--- config.mk ---
export PLATFORM = sky130hd
export DESIGN_NAME = ptp_piezo_scheduler
export DESIGN_NICKNAME = d
export VERILOG_FILES = /design/src/rtl/ptp_piezo_scheduler.sv
export SDC_FILE = /design/constraint.sdc
export NUM_CORES = 1
export LEC_CHECK = 0
export BUFFER_PORTS_ARGS = -buffer_cell sky130_fd_sc_hd__buf_2
export CORE_AREA = 2 2 274 249
export CTS_CLUSTER_DIAMETER = 150
export DETAILED_ROUTE_END_ITERATION = 7
export DIE_AREA = 0 0 276 251
export SLEW_MARGIN = 10
export SYNTH_ARGS = -nofsm -noshare
export SYNTH_HDL_FRONTEND = slang
export SYNTH_SLANG_ARGS = --single-unit
--- constraint.sdc ---
create_clock -name clk -period 26 [get_ports clk]
set_input_delay 5.2 -clock clk [delete_from_list [all_inputs] [get_ports clk]]
set_output_delay 5.2 -clock clk [all_outputs]
set_load 0.03 [all_outputs]
--- src/rtl/ptp_piezo_scheduler.sv ---
// ptp_piezo_scheduler
//   Per-channel piezo pulse scheduler driven by a PTP local time base.
//   Each channel is armed with a trigger time and a pulse width. It fires
//   when the local time reaches the trigger time, and the compare is safe
//   across time wrap.
//   Optional feature: define PIEZO_SCHED_CAPTURE_EN to timestamp rising
//   edges of the asynchronous event_trigger inputs into cap_time/cap_valid.
module ptp_piezo_scheduler #(
  parameter int NUM_CH  = 4,
  parameter int TIME_W  = 32,
  parameter int PULSE_W = 16,
  localparam int CH_W   = (NUM_CH > 1) ? $clog2(NUM_CH) : 1
) (
  input  logic                     clk,
  input  logic                     reset,
  input  logic [TIME_W-1:0]        time_in,
  input  logic                     cfg_wr,
  input  logic                     cfg_abort,
  input  logic [CH_W-1:0]          cfg_ch,
  input  logic [TIME_W-1:0]        cfg_time,
  input  logic [PULSE_W-1:0]       cfg_width,
  input  logic [NUM_CH-1:0]        event_trigger,
  output logic [NUM_CH-1:0]        piezo_out,
  output logic [NUM_CH-1:0]        ch_busy,
  output logic [NUM_CH-1:0]        done,
  output logic                     cfg_err,
  output logic [NUM_CH*TIME_W-1:0] cap_time,
  output logic [NUM_CH-1:0]        cap_valid
);

  typedef enum logic [1:0] {
    ST_IDLE  = 2'd0,
    ST_ARMED = 2'd1,
    ST_PULSE = 2'd2
  } ch_state_t;

  // Command addresses an existing channel
  logic              ch_ok;
  // Per-channel: arm command rejected because the channel is mid-pulse
  logic [NUM_CH-1:0] arm_rej;
  // Per-channel: arm command addressed to this channel (clears capture flag)
  logic [NUM_CH-1:0] arm_hit;
  logic              cfg_err_reg;
  logic              cfg_err_next;

  assign ch_ok = ({1'b0, cfg_ch} < (CH_W + 1)'(NUM_CH));

  genvar gi;
  generate
    for (gi = 0; gi < NUM_CH; gi++) begin : g_ch
      ch_state_t          state_reg, state_next;
      logic [TIME_W-1:0]  trig_reg, trig_next;
      logic [PULSE_W-1:0] width_reg, width_next;
      logic [PULSE_W-1:0] cnt_reg, cnt_next;
      logic               piezo_reg, piezo_next;
      logic               busy_reg, busy_next;
      logic               done_reg, done_next;
      logic               sel;
      logic               elapsed_msb;
      logic [TIME_W-2:0]  unused_elapsed_lsbs;
      logic               due;

      assign sel = cfg_wr && ch_ok && (cfg_ch == CH_W'(gi));

      // Wrap-safe "time has reached trigger": modular difference is non-negative
      assign {elapsed_msb, unused_elapsed_lsbs} = time_in - trig_reg;
      assign due = ~elapsed_msb;

      assign arm_rej[gi] = sel && !cfg_abort && (state_reg == ST_PULSE);
      assign arm_hit[gi] = sel && !cfg_abort;

      // Channel state and registered outputs
      always_ff @(posedge clk or posedge reset) begin
        if (reset) begin
          state_reg <= ST_IDLE;
          trig_reg  <= '0;
          width_reg <= '0;
          cnt_reg   <= '0;
          piezo_reg <= 1'b0;
          busy_reg  <= 1'b0;
          done_reg  <= 1'b0;
        end else begin
          state_reg <= state_next;
          trig_reg  <= trig_next;
          width_reg <= width_next;
          cnt_reg   <= cnt_next;
          piezo_reg <= piezo_next;
          busy_reg  <= busy_next;
          done_reg  <= done_next;
        end
      end

      // Next-state logic: arm/re-arm/abort handling, trigger compare, pulse count
      always_comb begin
        state_next = state_reg;
        trig_next  = trig_reg;
        width_next = width_reg;
        cnt_next   = cnt_reg;
        done_next  = 1'b0;
        case (state_reg)
          ST_IDLE: begin
            if (sel && !cfg_abort) begin
              state_next = ST_ARMED;
              trig_next  = cfg_time;
              width_next = cfg_width;
            end
          end
          ST_ARMED: begin
            if (sel && cfg_abort) begin
              state_next = ST_IDLE;
            end else if (sel) begin
              // Re-arm wins over a compare hit on the old time
              trig_next  = cfg_time;
              width_next = cfg_width;
            end else if (due) begin
              state_next = ST_PULSE;
              cnt_next   = (width_reg == '0) ? PULSE_W'(1) : width_reg;
            end
          end
          ST_PULSE: begin
            if (sel && cfg_abort) begin
              state_next = ST_IDLE;
              cnt_next   = '0;
            end else if (cnt_reg <= PULSE_W'(1)) begin
              state_next = ST_IDLE;
              cnt_next   = '0;
              done_next  = 1'b1;
            end else begin
              cnt_next = cnt_reg - PULSE_W'(1);
            end
          end
          default: begin
            state_next = ST_IDLE;
          end
        endcase
        piezo_next = (state_next == ST_PULSE);
        busy_next  = (state_next != ST_IDLE);
      end

      assign piezo_out[gi] = piezo_reg;
      assign ch_busy[gi]   = busy_reg;
      assign done[gi]      = done_reg;
    end
  endgenerate

  assign cfg_err_next = cfg_err_reg | (|arm_rej) | (cfg_wr & ~ch_ok);

  // Sticky command-error flag
  always_ff @(posedge clk or posedge reset) begin
    if (reset) begin
      cfg_err_reg <= 1'b0;
    end else begin
      cfg_err_reg <= cfg_err_next;
    end
  end

  assign cfg_err = cfg_err_reg;

`ifdef PIEZO_SCHED_CAPTURE_EN
  generate
    for (gi = 0; gi < NUM_CH; gi++) begin : g_cap
      logic              sync1_reg;
      logic              sync2_reg;
      logic              prev_reg;
      logic              rise_reg;
      logic [TIME_W-1:0] cap_time_reg;
      logic              cap_valid_reg;

      // Two-flop synchroniser, registered rising-edge detect, then timestamp
      always_ff @(posedge clk or posedge reset) begin
        if (reset) begin
          sync1_reg     <= 1'b0;
          sync2_reg     <= 1'b0;
          prev_reg      <= 1'b0;
          rise_reg      <= 1'b0;
          cap_time_reg  <= '0;
          cap_valid_reg <= 1'b0;
        end else begin
          sync1_reg <= event_trigger[gi];
          sync2_reg <= sync1_reg;
          prev_reg  <= sync2_reg;
          rise_reg  <= sync2_reg & ~prev_reg;
          if (rise_reg) begin
            cap_time_reg  <= time_in;
            cap_valid_reg <= 1'b1;
          end else if (arm_hit[gi]) begin
            cap_valid_reg <= 1'b0;
          end
        end
      end

      assign cap_time[gi*TIME_W +: TIME_W] = cap_time_reg;
      assign cap_valid[gi]                 = cap_valid_reg;
    end
  endgenerate
`else
  // Capture disabled: event inputs are ignored
  logic unused_capture;
  assign unused_capture = ^{event_trigger, arm_hit};
  assign cap_time  = '0;
  assign cap_valid = '0;
`endif

endmodule

==> impl_results.md, run 1 <==
* Die Area at 69300 sq um
* WHS Path Cells at 1
* WP data required at between 20 and 30 ns
* WL/cell at between 15 and 20 um
* Post-synth EDFFs at 0
* PwrDens at between 100 and 150 nW/um^2
* Nets at 1899
* Via density at 4.59
* Max IR drop VDD at 0.0000444 V
* FFs w/ async S/R, synth at 1.00
* Critical Path End Type: flop
* Highest routed layer: met5
* Period minus WS final at 8.08 ns
* Worst Hold Class: reg2reg
* Leading cell type in the layout, fill and taps excluded: dfrtp_1
* Root Buffer Master: clkbuf_16
* Crit. Startpoint: time_in[26]
* Resize count post-CTS at 0
* Seq/Total Area, Yosys at 0.421
* FMAX at 124 MHz
* DIE WIDTH at between 200 and 300 um
* Clk slew on worst S/H paths at 0.06 ns
* Max reg flops at 128
* Least-Margin Pin Slew at 1.07 ns
* Reg2Reg Depth at 8
* RSZ-0062 raised after global routing: no
* I/O pins at 235
* Vias in the first global route at 11461
* Final setup TNS at 0 ns
* Synth warnings at 0
* Yosys top cell area share at 0.421
* Area grow syn2layout at 13.0%
* DRT antenna net count at 0
* Failing checks: DRC
* Core area at 66400 sq um
* Initial antenna violation count at 7
* DRC errors left at between 40 and 50
* Final hold vios at 0
* Ranking of synthesized cells by area: dfrtp_1, mux2_2, ha_1
* Port bufs at between 90 and 100
* Period Utilization, post-route at 0.311
* Final setup fails at 0
* WL met1 at 18.8 mm
* Post-cts hold buffer count at 0
* Largest net degree at the start of global routing at between 100 and 150
* Die height at between 200 and 300 um
* Most frequent cells in the layout: dfrtp_1, mux2_2, conb_1
* Row count at 90
* Worst EP arrival at 8.47 ns
* Total congestion overflow at 0
* Met2 wire length at roughly 19 mm
* Power Total at 2.00 mW
* Post-CTS setup buffers at 0
* Hold_sp: g_ch[2].trig_reg[0]
* CTS sink count at about 280
* Clock latency on the worst-skew pair at approximately 0.56 ns
* Synth cell types at 77
* Vias post-DR at 11871
* Initial DRC count at 745
* Synth Register Bits at 277
* Ratio of cells with drive above 1 in the final layout at 0.223
* Status: finished with violations
* Met3 WL at 2.21 mm
* Syn avg cell area at just over 10 sq um
* Leakage at 8.63 nW
* Max FO, Critical Path at 15
* Clock buffer depth at 3
* Cells after Synth at roughly 1600
* Cts bufs inserted at 36
* Post-synth top flop: dfrtp_1
* Initial Util at 0.248
* Area of the mapped netlist at 16500 sq um
* FF-to-FF Start: g_ch[0].trig_reg[26]
* Htree depth at 2
* Area leader, netlist: dfrtp_1
* GRT Util Overall at 0.118
* Skew final at 0.0378 ns
* Max-slew headroom at 0.284
* Final wirelength at about 42 mm
* CTS tree: built
* First-pass GRT wire length at 65.0 mm
* Max cap viols at 0
* Gpl congestion at 0.842
* Detailed placer's ending HPWL at 30.0 mm
* Initial DRT Pass Iterations at 7
* Max Slew Vio Count at 0
* Kind of start point of the critical path: input pin
* Setup Crit Path Kind: in2reg
-- stage by stage --
step / cell area (sq um) / util / cells / hold WS, ns / worst slack [ns]
final: 18600 / 0.280 / 2587 / 0.500 / 17.92
after global routing: 18600 / 0.280 / 2583 / 0.513 / 17.81
after CTS: 18600 / 0.280 / 2581 / 0.501 / 18.03
after detailed placement: 17300 / 0.261 / 2517 / 0.489 / 17.42
after global placement: 17300 / 0.261 / 2517 / 0.480 / 17.46
after floorplan: 17000 / - / 1735 / 0.471 / 13.16
-- kinds of logic (layout without fill, tap and decap cells) --
group / after synthesis / after routing / share of synthesized area
AOI/OAI and AO/OA: 299 / 299 / 0.124
and+or+nand+nor: 361 / 361 / 0.109
buffers and inverters: 331 / 303 / 0.109
xor gates and xnor gates: 10 / 10 / 0.00531
other: 1 / 138 / 0.000228
muxes: 197 / 197 / 0.135
adders and majority gates: 128 / 128 / 0.0972
DFF: 277 / 277 / 0.421
-- cell type report --
type	instances	area [sq um]
multi-input cells	1127	8250
flip-flops and latches	277	6930
well taps	874	1090
fillers	6950	47800
clock inverters	15	279
clock buffers	49	990
diodes	6	15.0
repair buffers	107	558
inverters	132	503
-- cells in the mapped netlist, types with 6 or more instances --
| master | n |
|---|---|
| dfrtp_1 | 277 |
| mux2_2 | 193 |
| buf_4 | 144 |
| inv_1 | 132 |
| ha_1 | 128 |
| nand2_1 | 117 |
| a21oi_1 | 87 |
| nor2_1 | 64 |
| o21ai_0 | 63 |
| nor3_1 | 34 |
| nand3_1 | 32 |
| clkbuf_1 | 29 |
| nor4_1 | 24 |
| a32o_1 | 17 |
| nand4_1 | 17 |
| buf_1 | 15 |
| o221ai_1 | 14 |
| a221o_1 | 13 |
| nand2b_1 | 13 |
| o22ai_1 | 13 |
| a22oi_1 | 12 |
| buf_2 | 10 |
| or3_1 | 10 |
| a32oi_1 | 9 |
| nor2b_1 | 9 |
| a21o_1 | 8 |
| a211o_1 | 7 |
| and3_1 | 7 |
| and2_1 | 6 |
| o211ai_1 | 6 |
| xnor2_1 | 6 |
-- per-layer routing --
layer  track usage  vias up
met2         0.192      321
met1         0.153     5822
met5             0        -
met4        0.0461        6
li1              -     5638
met3        0.0262       84
-- worst paths after layout --
path | endpoint | slack, ns
max | g_ch[0].cnt_reg[1] | 17.92
min | g_ch[2].trig_reg[0] | 0.50
max reg2reg | g_ch[0].cnt_reg[1] | 22.36
min reg2reg | g_ch[2].trig_reg[0] | 0.50
max in group asynchronous | g_ch[1].cnt_reg[11] | 19.68
min in group asynchronous | g_ch[0].cnt_reg[0] | 4.86
-- power by group --
part / total [mW] / switching [mW] / internal, mW / leakage, nW
combinational: 0.723 / 0.408 / 0.316 / 4.63
sequential: 0.742 / 0.136 / 0.606 / 3.39
clock: 0.533 / 0.202 / 0.331 / 0.606
-- critical path, stage by stage --
cell      delay [ns]
buf_2           0.13
ha_1            0.32
nand4_1         0.20
or4_1           0.73
o211ai_1        0.64
o21ba_2         0.30
or2_0           0.73
a221oi_1        0.22
(Power assumes the default switching activity.)
==> run 2: changes to the inputs <==
- clock period: 26 -> 6.79 ns (I/O delays scaled with it)
==> impl_results.md, run 2 (synthesized netlist as in run 1, its figures left out) <==
* Final wirelength at 42.0 mm (was 41.6 mm)
* Area occupied by registers at 6930 sq um (unchanged)
* Final setup TNS at 0 ns (unchanged)
* Vias post-DR at 11949 (was 11871)
* Least-Margin Pin Slew at 1.10 ns (was 1.07 ns)
* P_sw at 2.88 mW (was 0.746 mW)
* I/O pins at 235 (unchanged)
* Largest delay contributor family on the critical path: simple AND/OR/NAND/NOR gates (unchanged)
* Htree depth at 2 (unchanged)
* Largest stage delay on the critical path at 0.74 ns (was 0.73 ns)
* Max reg flops at 128 (unchanged)
* Kind of start point of the critical path: input pin (unchanged)
* Root Buffer Master: clkbuf_16 (unchanged)
* Clk slew on worst S/H paths at 0.06 ns (about the same)
* Final setup fails at 0 (unchanged)
* Crit-path slowest cell: or2_0 (was or4_1)
* Total congestion overflow at 0 (unchanged)
* Ratio of cells with drive above 1 in the final layout at 0.225 (was 0.223)
* Cts bufs inserted at 35 (was 36)
* Placed insts at 2517 (unchanged)
* Gpl congestion at 0.840 (was 0.842)
* R2R Setup Slk at 3.26 ns (was 22.36 ns)
* Max IR drop VDD at 0.000184 V (was 0.0000444 V)
* Max cap viols at 0 (unchanged)
* Period minus WS final at 4.10 ns
* Crit path buffers/inverters at 1 (unchanged)
* Die height at 251 um (unchanged)
* Initial DRT Pass Iterations at 7 (unchanged)
* Clock latency on the worst-skew pair at 0.56 ns (about the same)
* Max FO, Critical Path at 15 (unchanged)
* Comb pwr share at 0.368 (was 0.362)
* Post-cts hold buffer count at 0 (unchanged)
* Leading cell type in the layout, fill and taps excluded: dfrtp_1 (unchanged)
* Fin cells at 2582 (was 2587)
* Via density at 4.63 (was 4.59)
* Initial Util at 0.248 (unchanged)
* Worst Hold Class: reg2reg (unchanged)
* RSZ-0062 raised after global routing: no (unchanged)
* CTS tree: built (unchanged)
* Area occupied by multi-input gates at 8250 sq um (unchanged)
* Die Area at 69300 sq um (unchanged)
* Detailed placer's ending HPWL at 30.4 mm (was 30.0 mm)
* DRT antenna net count at 0 (unchanged)
* Area grow syn2layout at 12.7% (was 13.0%)
* Leakage at 8.61 nW (was 8.63 nW)
* DIE WIDTH at 276 um (unchanged)
* Final hold vios at 0 (unchanged)
* Failing checks: DRC (unchanged)
* Internal power consumption at 4.72 mW (was 1.25 mW)
* Period Utilization, post-route at 0.604
* Sw Share at 0.379 (was 0.373)
* Core area at 66400 sq um (unchanged)
* Worst EP arrival at 4.49 ns (was 8.47 ns)
* Skew final at 0.0220 ns (was 0.0378 ns)
* Nets at 1898 (was 1899)
* CTS sink count at 277 (unchanged)
* Clock Power Share at 0.259 (was 0.267)
* Setup Crit Path Kind: in2reg (unchanged)
* WP data required at 7.17 ns (was 26.39 ns)
* Initial antenna violation count at 4 (was 7)
* Clock buffer depth at 3 (unchanged)
* FMAX at 244 MHz
* Worst path cell trace: buf_2, ha_1, nand4_1, or4_1, o211ai_1, o21ba_2, or2_0, a221oi_1 (unchanged)
* Max-slew headroom at 0.267 (was 0.284)
* DRC errors left at 46 (was 41)
* GRT Util Overall at 0.120 (was 0.118)
* Post-CTS setup buffers at 0 (unchanged)
* Most frequent cells in the layout: dfrtp_1, mux2_2, conb_1 (unchanged)
* Critical Path End Type: flop (unchanged)
* Status: finished with violations (unchanged)
* WL/cell at 16.3 um (was 16.1 um)
* Part of the power in registers at 0.373 (was 0.371)
* Row count at 90 (unchanged)
* Largest net degree at the start of global routing at 173 (was 143)
* Vias in the first global route at 11847 (was 11461)
* Initial DRC count at 734 (was 745)
* Number of fill cells at 6912 (was 6950)
* Max Slew Vio Count at 0 (unchanged)
* Port bufs at 98 (unchanged)
* PwrDens at 409 nW/um^2 (was 107 nW/um^2)
* Resize count post-CTS at 0 (unchanged)
* First-pass GRT wire length at 66.6 mm (was 65.0 mm)
run 2: cell count changes in the layout (fill, tap and decap cells not counted), moves of 2 or more:
cell | before | now
inv_8 | 3 | 0
diode_2 | 6 | 2
clkinvlp_4 | 3 | 6
clkbuf_8 | 4 | 6
bufinv_16 | 6 | 4
clkbuf_1 | 9 | 4
clkinv_2 | 0 | 3
run 2: worst paths after layout:
path / startpoint / end / cells past startpoint
worst min register to register: cfg_err / cfg_err / 1
worst min-delay path: cfg_err / cfg_err / 1
worst max-delay path: time_in[26] / g_ch[0].cnt_reg[1] / 8
max in group asynchronous: reset / g_ch[3].cnt_reg[14] / 3
worst max register to register: g_ch[0].trig_reg[26] / g_ch[0].cnt_reg[1] / 8
min in group asynchronous: reset / g_ch[3].trig_reg[6] / 2
run 2: routing by layer:
layer,GRT usage,up-vias,share of wire
met4,0.0467,6,0.033
met5,0,-,0.00095
met2,0.200,346,0.47
li1,-,5632,-
met3,0.0282,92,0.058
met1,0.151,5873,0.44
run 2: power by group through the flow:
stage | registers (mW) | clock network (mW) | logic [mW]
floorplan | 2.68 | 0 | 2.27
detailed placement | 2.85 | 0 | 2.80
CTS | 2.83 | 2.03 | 2.82
global route | 2.92 | 2.10 | 3.17
global placement | 2.82 | 0 | 2.71
finish | 2.83 | 1.97 | 2.79
run 2: layout make-up:
type                            instances  area share
Multi-Input combinational cell       1127       0.444
Sequential cell                       277       0.373
Tap cell                              874      0.0589
Clock buffer                           45      0.0524
Timing Repair Buffer                  107      0.0307
Inverter                              132      0.0269
Clock inverter                         18      0.0133
Antenna cell                            2    0.000269
run 2: metrics by stage:
step / area [sq um] / setup slack [ns] / power [mW] / utilization / hold WS [ns]
after floorplan: 17000 / 1.77 / 4.95 / - / 0.471
after global placement: 17300 / 2.20 / 5.52 / 0.261 / 0.462
after detailed placement: 17300 / 2.11 / 5.65 / 0.261 / 0.476
after CTS: 18600 / 2.69 / 7.67 / 0.279 / 0.494
after global routing: 18600 / 2.46 / 8.18 / 0.280 / 0.511
final: 18600 / 2.69 / 7.59 / 0.280 / 0.482
